==> config.mk <==
export PLATFORM = sky130hd
export DESIGN_NAME = sar_search
export DESIGN_NICKNAME = d
export VERILOG_FILES = /design/src/rtl/sar_search_pkg.sv /design/src/rtl/sar_search.sv
export SDC_FILE = /design/constraint.sdc
export NUM_CORES = 1
export LEC_CHECK = 0
export CORE_MARGIN = 2
export CORE_UTILIZATION = 40
export DETAILED_ROUTE_END_ITERATION = 7
export GPL_TIMING_DRIVEN = 0
export PLACE_DENSITY = 0.75
export SKIP_CTS_REPAIR_TIMING = 1
export SLEW_MARGIN = 20
export SYNTH_ARGS = -nofsm -noshare
export SYNTH_HDL_FRONTEND = slang
export SYNTH_SLANG_ARGS = --single-unit
==> constraint.sdc <==
create_clock -name clk -period 1.8 [get_ports clk]
set_input_delay 0.27 -clock clk [delete_from_list [all_inputs] [get_ports clk]]
set_output_delay 0.27 -clock clk [all_outputs]
set_load 0.01 [all_outputs]
==> src/rtl/sar_search_pkg.sv <==
// Shared definitions for the successive-approximation search controller.
//   - comparator result codes (one-hot, {gt, eq, lt})
//   - controller state enum
//   - index-width helper: ceil(log2(n)), never less than 1
package sar_search_pkg;

  localparam logic [2:0] CMP_GT = 3'b100;  // x > y
  localparam logic [2:0] CMP_EQ = 3'b010;  // x == y
  localparam logic [2:0] CMP_LT = 3'b001;  // x < y

  typedef enum logic [0:0] {
    StIdle   = 1'b0,
    StSearch = 1'b1
  } state_e;

  // A 1-bit operand still needs a 1-bit index register.
  function automatic int unsigned idx_width(input int unsigned n);
    int unsigned w;
    w = $clog2(n);
    return (w < 1) ? 1 : w;
  endfunction

endpackage

==> src/rtl/sar_search.sv <==
// Successive-approximation search controller. Drives the y operand of an external
// magnitude comparator and finds x by MSB-first binary search, exiting early on equality.
//
// Ports:
//   clk    - rising-edge clock
//   rst    - synchronous active-high reset
//   start  - request a new search (only accepted while idle)
//   comp   - comparator code for x vs. guess: 100 gt, 010 eq, 001 lt, else illegal
//   guess  - trial value for the comparator's y operand (0 while idle)
//   busy   - high while a search is in progress
//   done   - one-cycle pulse when result/err update
//   result - found value, held until the next accepted start
//   err    - last search aborted on an illegal comp code
module sar_search
  import sar_search_pkg::*;
#(
  parameter int unsigned N = 4
) (
  input  logic         clk,
  input  logic         rst,
  input  logic         start,
  input  logic [2:0]   comp,
  output logic [N-1:0] guess,
  output logic         busy,
  output logic         done,
  output logic [N-1:0] result,
  output logic         err
);

  localparam int unsigned IdxW = idx_width(N);
  localparam logic [N-1:0] One = N'(1);
  localparam logic [N-1:0] Msb = One << (N - 1);
  localparam logic [IdxW-1:0] IdxTop = IdxW'(N - 1);

  state_e          state_q, state_d;
  logic [N-1:0]    acc_q, acc_d;
  logic [IdxW-1:0] idx_q, idx_d;
  logic [N-1:0]    guess_q, guess_d;
  logic            busy_q, busy_d;
  logic            done_q, done_d;
  logic [N-1:0]    result_q, result_d;
  logic            err_q, err_d;

  // Accumulator after this cycle's keep/drop decision.
  logic [N-1:0]    acc_upd;

  always_comb begin
    state_d  = state_q;
    acc_d    = acc_q;
    idx_d    = idx_q;
    guess_d  = guess_q;
    busy_d   = busy_q;
    done_d   = 1'b0;
    result_d = result_q;
    err_d    = err_q;
    acc_upd  = acc_q;

    unique case (state_q)
      StIdle: begin
        guess_d = '0;
        busy_d  = 1'b0;
        if (start) begin
          state_d  = StSearch;
          acc_d    = '0;
          idx_d    = IdxTop;
          guess_d  = Msb;
          busy_d   = 1'b1;
          result_d = '0;
          err_d    = 1'b0;
        end
      end

      StSearch: begin
        unique case (comp)
          CMP_EQ: begin
            result_d = guess_q;
            done_d   = 1'b1;
            state_d  = StIdle;
            busy_d   = 1'b0;
            guess_d  = '0;
          end
          CMP_GT, CMP_LT: begin
            // Keep the trial bit only if x is still above the guess.
            acc_upd = (comp == CMP_GT) ? guess_q : acc_q;
            acc_d   = acc_upd;
            if (idx_q == '0) begin
              result_d = acc_upd;
              done_d   = 1'b1;
              state_d  = StIdle;
              busy_d   = 1'b0;
              guess_d  = '0;
            end else begin
              idx_d   = idx_q - 1'b1;
              guess_d = acc_upd | (One << (idx_q - 1'b1));
            end
          end
          default: begin
            // Anything not exactly one-hot aborts with the bits accepted so far.
            result_d = acc_q;
            err_d    = 1'b1;
            done_d   = 1'b1;
            state_d  = StIdle;
            busy_d   = 1'b0;
            guess_d  = '0;
          end
        endcase
      end

      default: begin
        state_d = StIdle;
        busy_d  = 1'b0;
        guess_d = '0;
      end
    endcase
  end

  always_ff @(posedge clk) begin
    if (rst) begin
      state_q  <= StIdle;
      acc_q    <= '0;
      idx_q    <= '0;
      guess_q  <= '0;
      busy_q   <= 1'b0;
      done_q   <= 1'b0;
      result_q <= '0;
      err_q    <= 1'b0;
    end else begin
      state_q  <= state_d;
      acc_q    <= acc_d;
      idx_q    <= idx_d;
      guess_q  <= guess_d;
      busy_q   <= busy_d;
      done_q   <= done_d;
      result_q <= result_d;
      err_q    <= err_d;
    end
  end

  assign guess  = guess_q;
  assign busy   = busy_q;
  assign done   = done_q;
  assign result = result_q;
  assign err    = err_q;

endmodule

== Word level (Yosys, flattened, before mapping) ==
Cells that the tools add are included.
Word-level totals
  register bits after elaboration: 18
  output and inout bits: 11
  logic and storage cells: 55
Cells by class
  $add $sub $neg: 1
  equal/unequal tests: 8
  shift operators: 1
  mux-type cells: 27
  bitwise logic cells: 2
  reduce and logical (&&, ||, !) cells: 8
Operators by type and width (number)
  one-hot mux 4 bit (2 select lines): 4
  two-way mux 4 bit: 7
  two-way mux 1 bit: 9
  two-way mux 2 bit: 3
  inequality test 2 bit, second input constant: 3
  one-hot mux 1 bit (2 select lines): 3
  AND reduction 2 bit: 3
  OR 4 bit: 1
  one-hot mux 2 bit (2 select lines): 1
  OR reduction 2 bit: 2
  << shifter 1 x 2 -> 4 bit, first input constant: 1
  == test 3 x 1 -> 1 bit, second input constant: 1
  == test 3 x 2 -> 1 bit, second input constant: 1
  == test 3 bit, second input constant: 1
  inequality test 3 bit, second input constant: 1
  AND reduction 3 bit: 1
  OR reduction 3 bit: 1
  logical NOT 2 bit: 1
  inequality test 2 x 1 -> 1 bit, second input constant: 1
  subtractor 2 x 1 -> 2 bit, second input constant: 1
  NOT 1 bit: 1

== Depth between registers and ports, before layout ==
Gate-level depths: netlist of the first run.
  depth in word-level cells: 6
  mapped depth: 7

== Worst setup path before layout of the first run ==
No wires, ideal clock.
  path type: reg2reg
  start: reg idx_q[0]
  end: reg idx_q[1]
  setup time: 0.079 ns
  arrival: 1.313 ns
  setup slack: 0.407 ns
  cell stages (with the launch flop): 8
  clock period less this slack: 1.393 ns
  path through: dfxtp_1 inv_1 ha_1 nor2_1 and3_1 buf_4 nor3_1 a211oi_2
On the way
  longest elaborated chain between the ends: 4
  elaborated cells on any way between the ends: 7
  classes of those cells: add/sub: 1; eq/ne: 1; mux: 3; reduce/logical: 2
Ends and longest elaborated chain
  from (decl): RTL line sar_search.sv:37  | logic [IdxW-1:0] idx_q, idx_d;
  from (signal assigned): RTL line sar_search.sv:130  | idx_q <= idx_d;
  subtractor 2 x 1 -> 2 bit: RTL line sar_search.sv:93  | idx_d = idx_q - 1'b1;
  two-way mux 2 bit: RTL line sar_search.sv:86  | if (idx_q == '0) begin
  two-way mux 2 bit: RTL line sar_search.sv:74  | unique case (comp)
  one-hot mux 2 bit (2 select lines): RTL line sar_search.sv:58  | unique case (state_q)
Several ways; a longest one is shown, not always the timed one. The select of a mux whose other input is x is not followed.
A chain may end at the register's enable or synchronous reset.

== Worst setup path after layout of the first run ==
  start: in comp[2]
  end: reg acc_q[2]
On the way
  longest elaborated chain between the ends: 4
  elaborated cells on any way between the ends: 8
  classes of those cells: eq/ne: 3; mux: 3; reduce/logical: 2
Ends and longest elaborated chain
  from (decl): RTL line sar_search.sv:22  | input logic [2:0] comp,
  == test 3 bit or == test 3 x 1 -> 1 bit (tied branches): RTL line sar_search.sv:74, sar_search.sv:84
  two-way mux 4 bit or OR reduction 2 bit (tied branches): RTL line sar_search.sv:84, sar_search.sv:74
  two-way mux 4 bit or inequality test 2 x 1 -> 1 bit (tied branches)
  one-hot mux 4 bit (2 select lines) or AND reduction 2 bit (tied branches)
  to (signal assigned): RTL line sar_search.sv:120  | acc_q <= '0;
  to (signal assigned): RTL line sar_search.sv:129  | acc_q <= acc_d;
  to (decl): RTL line sar_search.sv:36  | logic [N-1:0] acc_q, acc_d;
Several ways; a longest one is shown, not always the timed one. The select of a mux whose other input is x is not followed.

==> summary.md, run 1 <==
| Metric | Value |
|---|---|
| Status | `finished, final reports clean` |
| Cells after Synth | `111` |
| Area post-placement | `1190 um^2` |
| Asr flop ratio synth | `0%` |
| CP max-delay cell | `clkdlybuf4s50_1` |
| Final min period | `1.69 ns` |
| Vias | `879` |
| Area grow syn2layout | `21.1%` |
| Yosys top cell area share | `36.1%` |
| Worst setup EP type | `flop` |
| Share of power burned in registers | `55.7%` |
| PD cells | `625 nW/um^2` |
| CTS buffer count | `3` |
| Max-Cap Viols | `0` |
| Routed WL | `2100 um` |
| # IOs | `17` |
| Setup CP Type | `in -> reg` |
| Yosys Warn Count | `0` |
| Reg2reg end | `result[3]$_SDFFE_PP0P_` |
| Die height | `54.0 um` |
| RSZ-0062 raised after global routing | `false` |
| Total track usage | `16.6%` |
| Yosys reg bits | `18` |
| RePlAce Congestion | `0.827` |
| Gate power share | `19.0%` |
| Cell Int Power | `555 uW` |
| Pre-antenna DRT Iters | `4` |
| Clock sinks | `18` |
| Critical-path maximum fanout | `10` |
| Largest net degree at the start of global routing | `11` |
| Seq/Total Area, Yosys | `36.1%` |
| Count of different cell masters after synthesis | `41` |
| Switch Pwr | `201 uW` |
| CP required | `1.96 ns` |
| Starting Density | `41.4%` |
| Core Rows | `18` |
| DRC | `0` |
| Tot Pwr | `756 uW` |
| Syn Nets | `121` |
| FF-to-FF path depth | `6` |
| Global-route wire length before repair | `3460 um` |
| FMAX | `593 MHz` |
| Most frequent cells in the layout | `dfxtp_1, nor2_1, clkdlybuf4s50_1` |
| Design area | `1210 um^2` |
| Clock Latency Late Sink | `0.29 ns` |
| Fin. max-slew vios | `0` |
| Clk buf depth | `2` |
| Least-Margin Pin Slew | `0.620 ns` |
| Setup violators final | `0` |
| CP Launch Type | `primary input` |
| Inserted Diodes | `0` |
| Share of cells above drive strength 1 | `13.2%` |
| CTS tree | `built` |
| Top cells by area, synth | `dfxtp_1, a21oi_1, nor2_1` |
| Slowest stage delay, CP | `0.49 ns` |
| Crit path arrival time | `1.85 ns` |
| Synth Cell Area | `998 um^2` |
| CP Cell Sequence | `clkdlybuf4s50_1, buf_4, nor3b_4, mux2_2, a21oi_1, nor2_1` |
| Post-synth EDFFs | `0` |
| IO buf count | `15` |
| Final ANT Viol Nets | `0` |
| Die width | `54.0 um` |
| Worst vdd ir | `0.492 mV` |
| Syn_area_per_cell | `9.00 um^2` |
| DR vias/cell | `5.53` |
| Clk slew on worst S/H paths | `0.10 ns` |
| Commonest non-fill, non-tap cell in the layout | `dfxtp_1` |
| DR WL/cell | `13.2 um` |
| Core area | `2410 um^2` |
| Synth area leader | `dfxtp_1` |
| FF-to-FF setup slack | `0.17 ns` |
| Max-slew headroom | `58.3%` |
| R2R Path Start | `idx_q[0]$_SDFFE_PP0P_` |
| # nets final | `141` |
| Skew final | `0.00601 ns` |
| Vias in the first global route | `863` |
| Leak | `0.469 nW` |
| Synth Flop Type | `dfxtp_1` |
| Hold Fails Final Rpt | `0` |
| Post-route clock period utilization | `93.7%` |
| Gr ovfl total | `0` |
| Die area | `2910 um^2` |
| Crit path to | `acc_q[2]$_SDFFE_PP0P_` |
| Initial antenna violation count | `0` |
| Root Driver | `clkbuf_4` |
| Clock power share | `25.3%` |
| Net Sw Frac | `26.6%` |
| H-tree Lvls | `1` |
| Worst min-delay path category | `reg -> reg` |
| Placed wire-length estimate | `1660 um` |
| DRT iter0 DRCs | `25` |
| Worst setup path start | `comp[2]` |
[per-layer routing]
| layer | up-vias | part of all wire (%) | global-route usage [%] |
|---|---|---|---|
| met3 | 8 | 5.4 | 2.78 |
| met1 | 407 | 43 | 19.4 |
| met5 | - | 0 | 0 |
| met4 | 0 | 3.0 | 11.5 |
| met2 | 29 | 49 | 27.2 |
| li1 | 435 | - | - |
[worst max-delay path, delay by kind of cell]
kind / cells / cell delay, ns
buffers and inverters: 2 / 0.67
muxes: 1 / 0.39
and+or+nand+nor: 2 / 0.36
AOI/OAI and AO/OA: 1 / 0.16
[cell type report]
cell class | instances | area (um^2)
fillers | 223 | 1200
multi-input cells | 83 | 584
flip-flops and latches | 18 | 360
repair buffers | 15 | 150
plain buffers | 6 | 38.8
well taps | 30 | 37.5
clock buffers | 3 | 22.5
inverters | 4 | 15.0
[sequential cells by signal, indices dropped and copies added (netlist names)]
register / cells
acc_q: 4
guess: 4
result: 4
idx_q: 2
busy: 1
done: 1
err: 1
state_q: 1
[synth_stat cells, drive strengths merged (2+ instances only)]
cell,count
o221ai,2
nor2,16
inv,4
nor3b,6
dfxtp,18
a21o,4
nor3,3
o31ai,2
o22a,2
ha,4
o211a,2
clkbuf,2
o2bb2ai,2
nand2,4
mux2,4
buf,4
a21oi,13
[power by group through the flow]
stage	sequential, mW	combinational, mW	clock [mW]
6_report	0.421	0.144	0.191
5_1_grt	0.423	0.161	0.215
4_1_cts	0.421	0.145	0.203
3_5_place_dp	0.430	0.144	0
3_3_place_gp	0.429	0.141	0
2_1_floorplan	0.431	0.0946	0
[how the worst min path moves through the flow]
stage | from | depth (start not counted) | slack [ns] | to
4_1_cts | comp[1] | 3 | 0.46 | done$_SDFF_PP0_
6_report | result[2]$_SDFFE_PP0P_ | 1 | 0.46 | result[2]$_SDFFE_PP0P_
5_1_grt | result[1]$_SDFFE_PP0P_ | 1 | 0.49 | result[1]$_SDFFE_PP0P_
2_1_floorplan | start | 3 | 0.49 | acc_q[0]$_SDFFE_PP0P_
3_3_place_gp | result[2]$_SDFFE_PP0P_ | 1 | 0.44 | result[2]$_SDFFE_PP0P_
3_5_place_dp | result[2]$_SDFFE_PP0P_ | 1 | 0.44 | result[2]$_SDFFE_PP0P_
[stage by stage]
step,hold slack [ns],TNS [ns],util (%),std cells,setup WS (ns)
after floorplan,0.487,0,-,111,0.407
after global placement,0.436,-1.16,49.2,156,-0.161
after detailed placement,0.441,-1.46,49.2,156,-0.193
after CTS,0.458,0,50.2,159,0.118
after global routing,0.486,0,50.2,159,0.0287
final,0.458,0,50.2,159,0.113
[cells by family after synthesis]
| group | synth area share [%] |
|---|---|
| buffers and inverters | 5.39 |
| flip-flops | 36.1 |
| adder cells (fa/ha/maj) | 5.01 |
| AND/OR/NAND/NOR | 21.7 |
| multiplexers | 4.51 |
| XOR/XNOR | 1.75 |
| AO/OA/AOI/OAI | 25.6 |
No activity file was read; power rests on OpenSTA's default activity.
==> inputs of run 2 (changes only) <==
--- a/config.mk
+++ b/config.mk
@@ -15,3 +15,4 @@
 export SYNTH_ARGS = -nofsm -noshare
 export SYNTH_HDL_FRONTEND = slang
 export SYNTH_SLANG_ARGS = --single-unit
+export TNS_END_PERCENT = 20
==> results of run 2 <==
The final DEF is identical to that of run 1; final timing and power are the same.
==> inputs of run 3 (changes only) <==
--- a/config.mk
+++ b/config.mk
@@ -6,10 +6,10 @@
 export NUM_CORES = 1
 export LEC_CHECK = 0
 export CORE_MARGIN = 2
-export CORE_UTILIZATION = 40
+export CORE_UTILIZATION = 51
 export DETAILED_ROUTE_END_ITERATION = 7
-export GPL_TIMING_DRIVEN = 0
-export PLACE_DENSITY = 0.75
+export GPL_TIMING_DRIVEN = 1
+export PLACE_DENSITY = 0.89
 export SKIP_CTS_REPAIR_TIMING = 1
 export SLEW_MARGIN = 20
 export SYNTH_ARGS = -nofsm -noshare
==> run 3 against run 2 <==
Effect of this change: first-iteration DRC count shrank 20%; cell area rose by 7.1%; clock power up 35%; global-route usage rose by 7.0 points; final cell count rose by 4.4%; via count increased by 8.1%; largest cell class unchanged; sequential share of layout area down 2.0 points; largest power group unchanged; clock-buffer cell count rose by 1; routed wire length rose by 17%; combinational power grew 12%; non-clock buffer count increased by 9.
==> summary.md, run 3 (same netlist as run 1, synthesis figures left out) <==
| Metric | Value |
|---|---|
| Worst min-delay path category | `reg -> reg` |
| DR vias/cell | `5.72` |
| Final core utilization | `68.1%` |
| Least-Margin Pin Slew | `0.697 ns` |
| Area of the multi-input gates | `584 um^2` |
| Commonest non-fill, non-tap cell in the layout | `dfxtp_1` |
| CTS tree | `built` |
| RSZ-0062 raised after global routing | `false` |
| Core area | `1900 um^2` |
| Clock sinks | `18` |
| DRT iter0 DRCs | `20` |
| Vias | `950` |
| Area post-placement | `1260 um^2` |
| Clk buf depth | `2` |
| Die area | `2330 um^2` |
| Post-route clock period utilization | `91.0%` |
| CP required | `2.04 ns` |
| Slowest stage delay, CP | `0.39 ns` |
| CP max-delay cell | `dfxtp_1` |
| Reg area | `360 um^2` |
| Gr ovfl total | `0` |
| Total track usage | `23.5%` |
| Fin. max-slew vios | `0` |
| Crit path arrival time | `1.87 ns` |
| Final min period | `1.64 ns` |
| Global-route wire length before repair | `3680 um` |
| Hold Fails Final Rpt | `0` |
| Core Rows | `16` |
| CP Cell Sequence | `inv_1, ha_1, nor2_1, and3_1, nor3_1, a211oi_2` |
| Die width | `48.2 um` |
| Clock Latency Late Sink | `0.30 ns` |
| Die height | `48.2 um` |
| CTS buffer count | `3` |
| Max-slew headroom | `53.1%` |
| Setup CP Type | `reg -> reg` |
| Worst vdd ir | `0.498 mV` |
| Placed wire-length estimate | `1870 um` |
| Skew final | `0.00285 ns` |
| Largest net degree at the start of global routing | `14` |
| Worst setup EP type | `flop` |
| FMAX | `611 MHz` |
| Leak | `0.524 nW` |
| Share of cells above drive strength 1 | `20.1%` |
| Inserted Diodes | `0` |
| Most frequent cells in the layout | `dfxtp_1, nor2_1, clkdlybuf4s50_1` |
| Clk slew on worst S/H paths | `0.11 ns` |
| PD cells | `651 nW/um^2` |
| Pre-antenna DRT Iters | `4` |
| DRC | `0` |
| Tot Pwr | `843 uW` |
| CP Launch Type | `flop` |
| Initial antenna violation count | `0` |
| Critical-path maximum fanout | `6` |
| Number of fill cells | `172` |
| WHS | `0.462 ns` |
| Starting Density | `52.5%` |
| Root Driver | `clkbuf_4` |
| RePlAce Congestion | `0.855` |
| Max-Cap Viols | `0` |
| DR WL/cell | `14.8 um` |
| IO buf count | `16` |
| # IOs | `17` |
| Setup violators final | `0` |
| Final ANT Viol Nets | `0` |
| # nets final | `150` |
| Vias in the first global route | `862` |
| Status | `finished, final reports clean` |
| Area grow syn2layout | `29.7%` |
| Design area | `1290 um^2` |
| H-tree Lvls | `1` |
| Routed WL | `2460 um` |
==> run 3: worst paths after layout <==
path	from	to	slack, ns	cells past startpoint
hold reg to reg	result[2]$_SDFFE_PP0P_	result[2]$_SDFFE_PP0P_	0.46	1
hold / removal	result[2]$_SDFFE_PP0P_	result[2]$_SDFFE_PP0P_	0.46	1
setup / recovery	idx_q[0]$_SDFFE_PP0P_	idx_q[1]$_SDFFE_PP0P_	0.16	6
setup reg to reg	idx_q[0]$_SDFFE_PP0P_	idx_q[1]$_SDFFE_PP0P_	0.16	6
==> run 3: where the power goes <==
| part | switching, mW | leakage, nW | internal, mW | total [mW] |
|---|---|---|---|---|
| clock network | 0.134 | 0.0210 | 0.124 | 0.258 |
| logic | 0.0792 | 0.357 | 0.0813 | 0.161 |
| registers | 0.0136 | 0.147 | 0.411 | 0.424 |
| total | 0.227 | 0.524 | 0.616 | 0.843 |
==> run 3: critical path: cells and delay by family, from the launching register on <==
| family | cells | cell delay (ns) |
|---|---|---|
| compound gates | 1 | 0.19 |
| fa+ha+maj | 1 | 0.28 |
| buf+inv | 1 | 0.10 |
| flops | 1 | 0.39 |
| simple gates | 3 | 0.61 |
==> run 3: per-stage QoR <==
step	setup WS [ns]	setup TNS, ns	std cells
after CTS	0.145	0	166
after global routing	0.00980	0	166
after floorplan	0.407	0	111
final	0.162	0	166
after detailed placement	-0.0484	-0.266	162
after global placement	-0.0360	-0.0746	162
==> run 3: area by class of cell <==
cell class / count / area share, %
Clock buffer: 4 / 2.80
Tap cell: 27 / 2.61
Inverter: 4 / 1.16
Sequential cell: 18 / 27.8
Multi-Input combinational cell: 83 / 45.1
Timing Repair Buffer: 30 / 20.5
==> run 3: per-layer routing <==
metal  global-route usage [%]  routed length, um  up-vias
li1                         -                  -      458
met1                     27.1               1020      451
met2                     38.7               1230       33
met3                     6.67                147        8
met4                     13.5                 58        0
met5                        0                  0        -
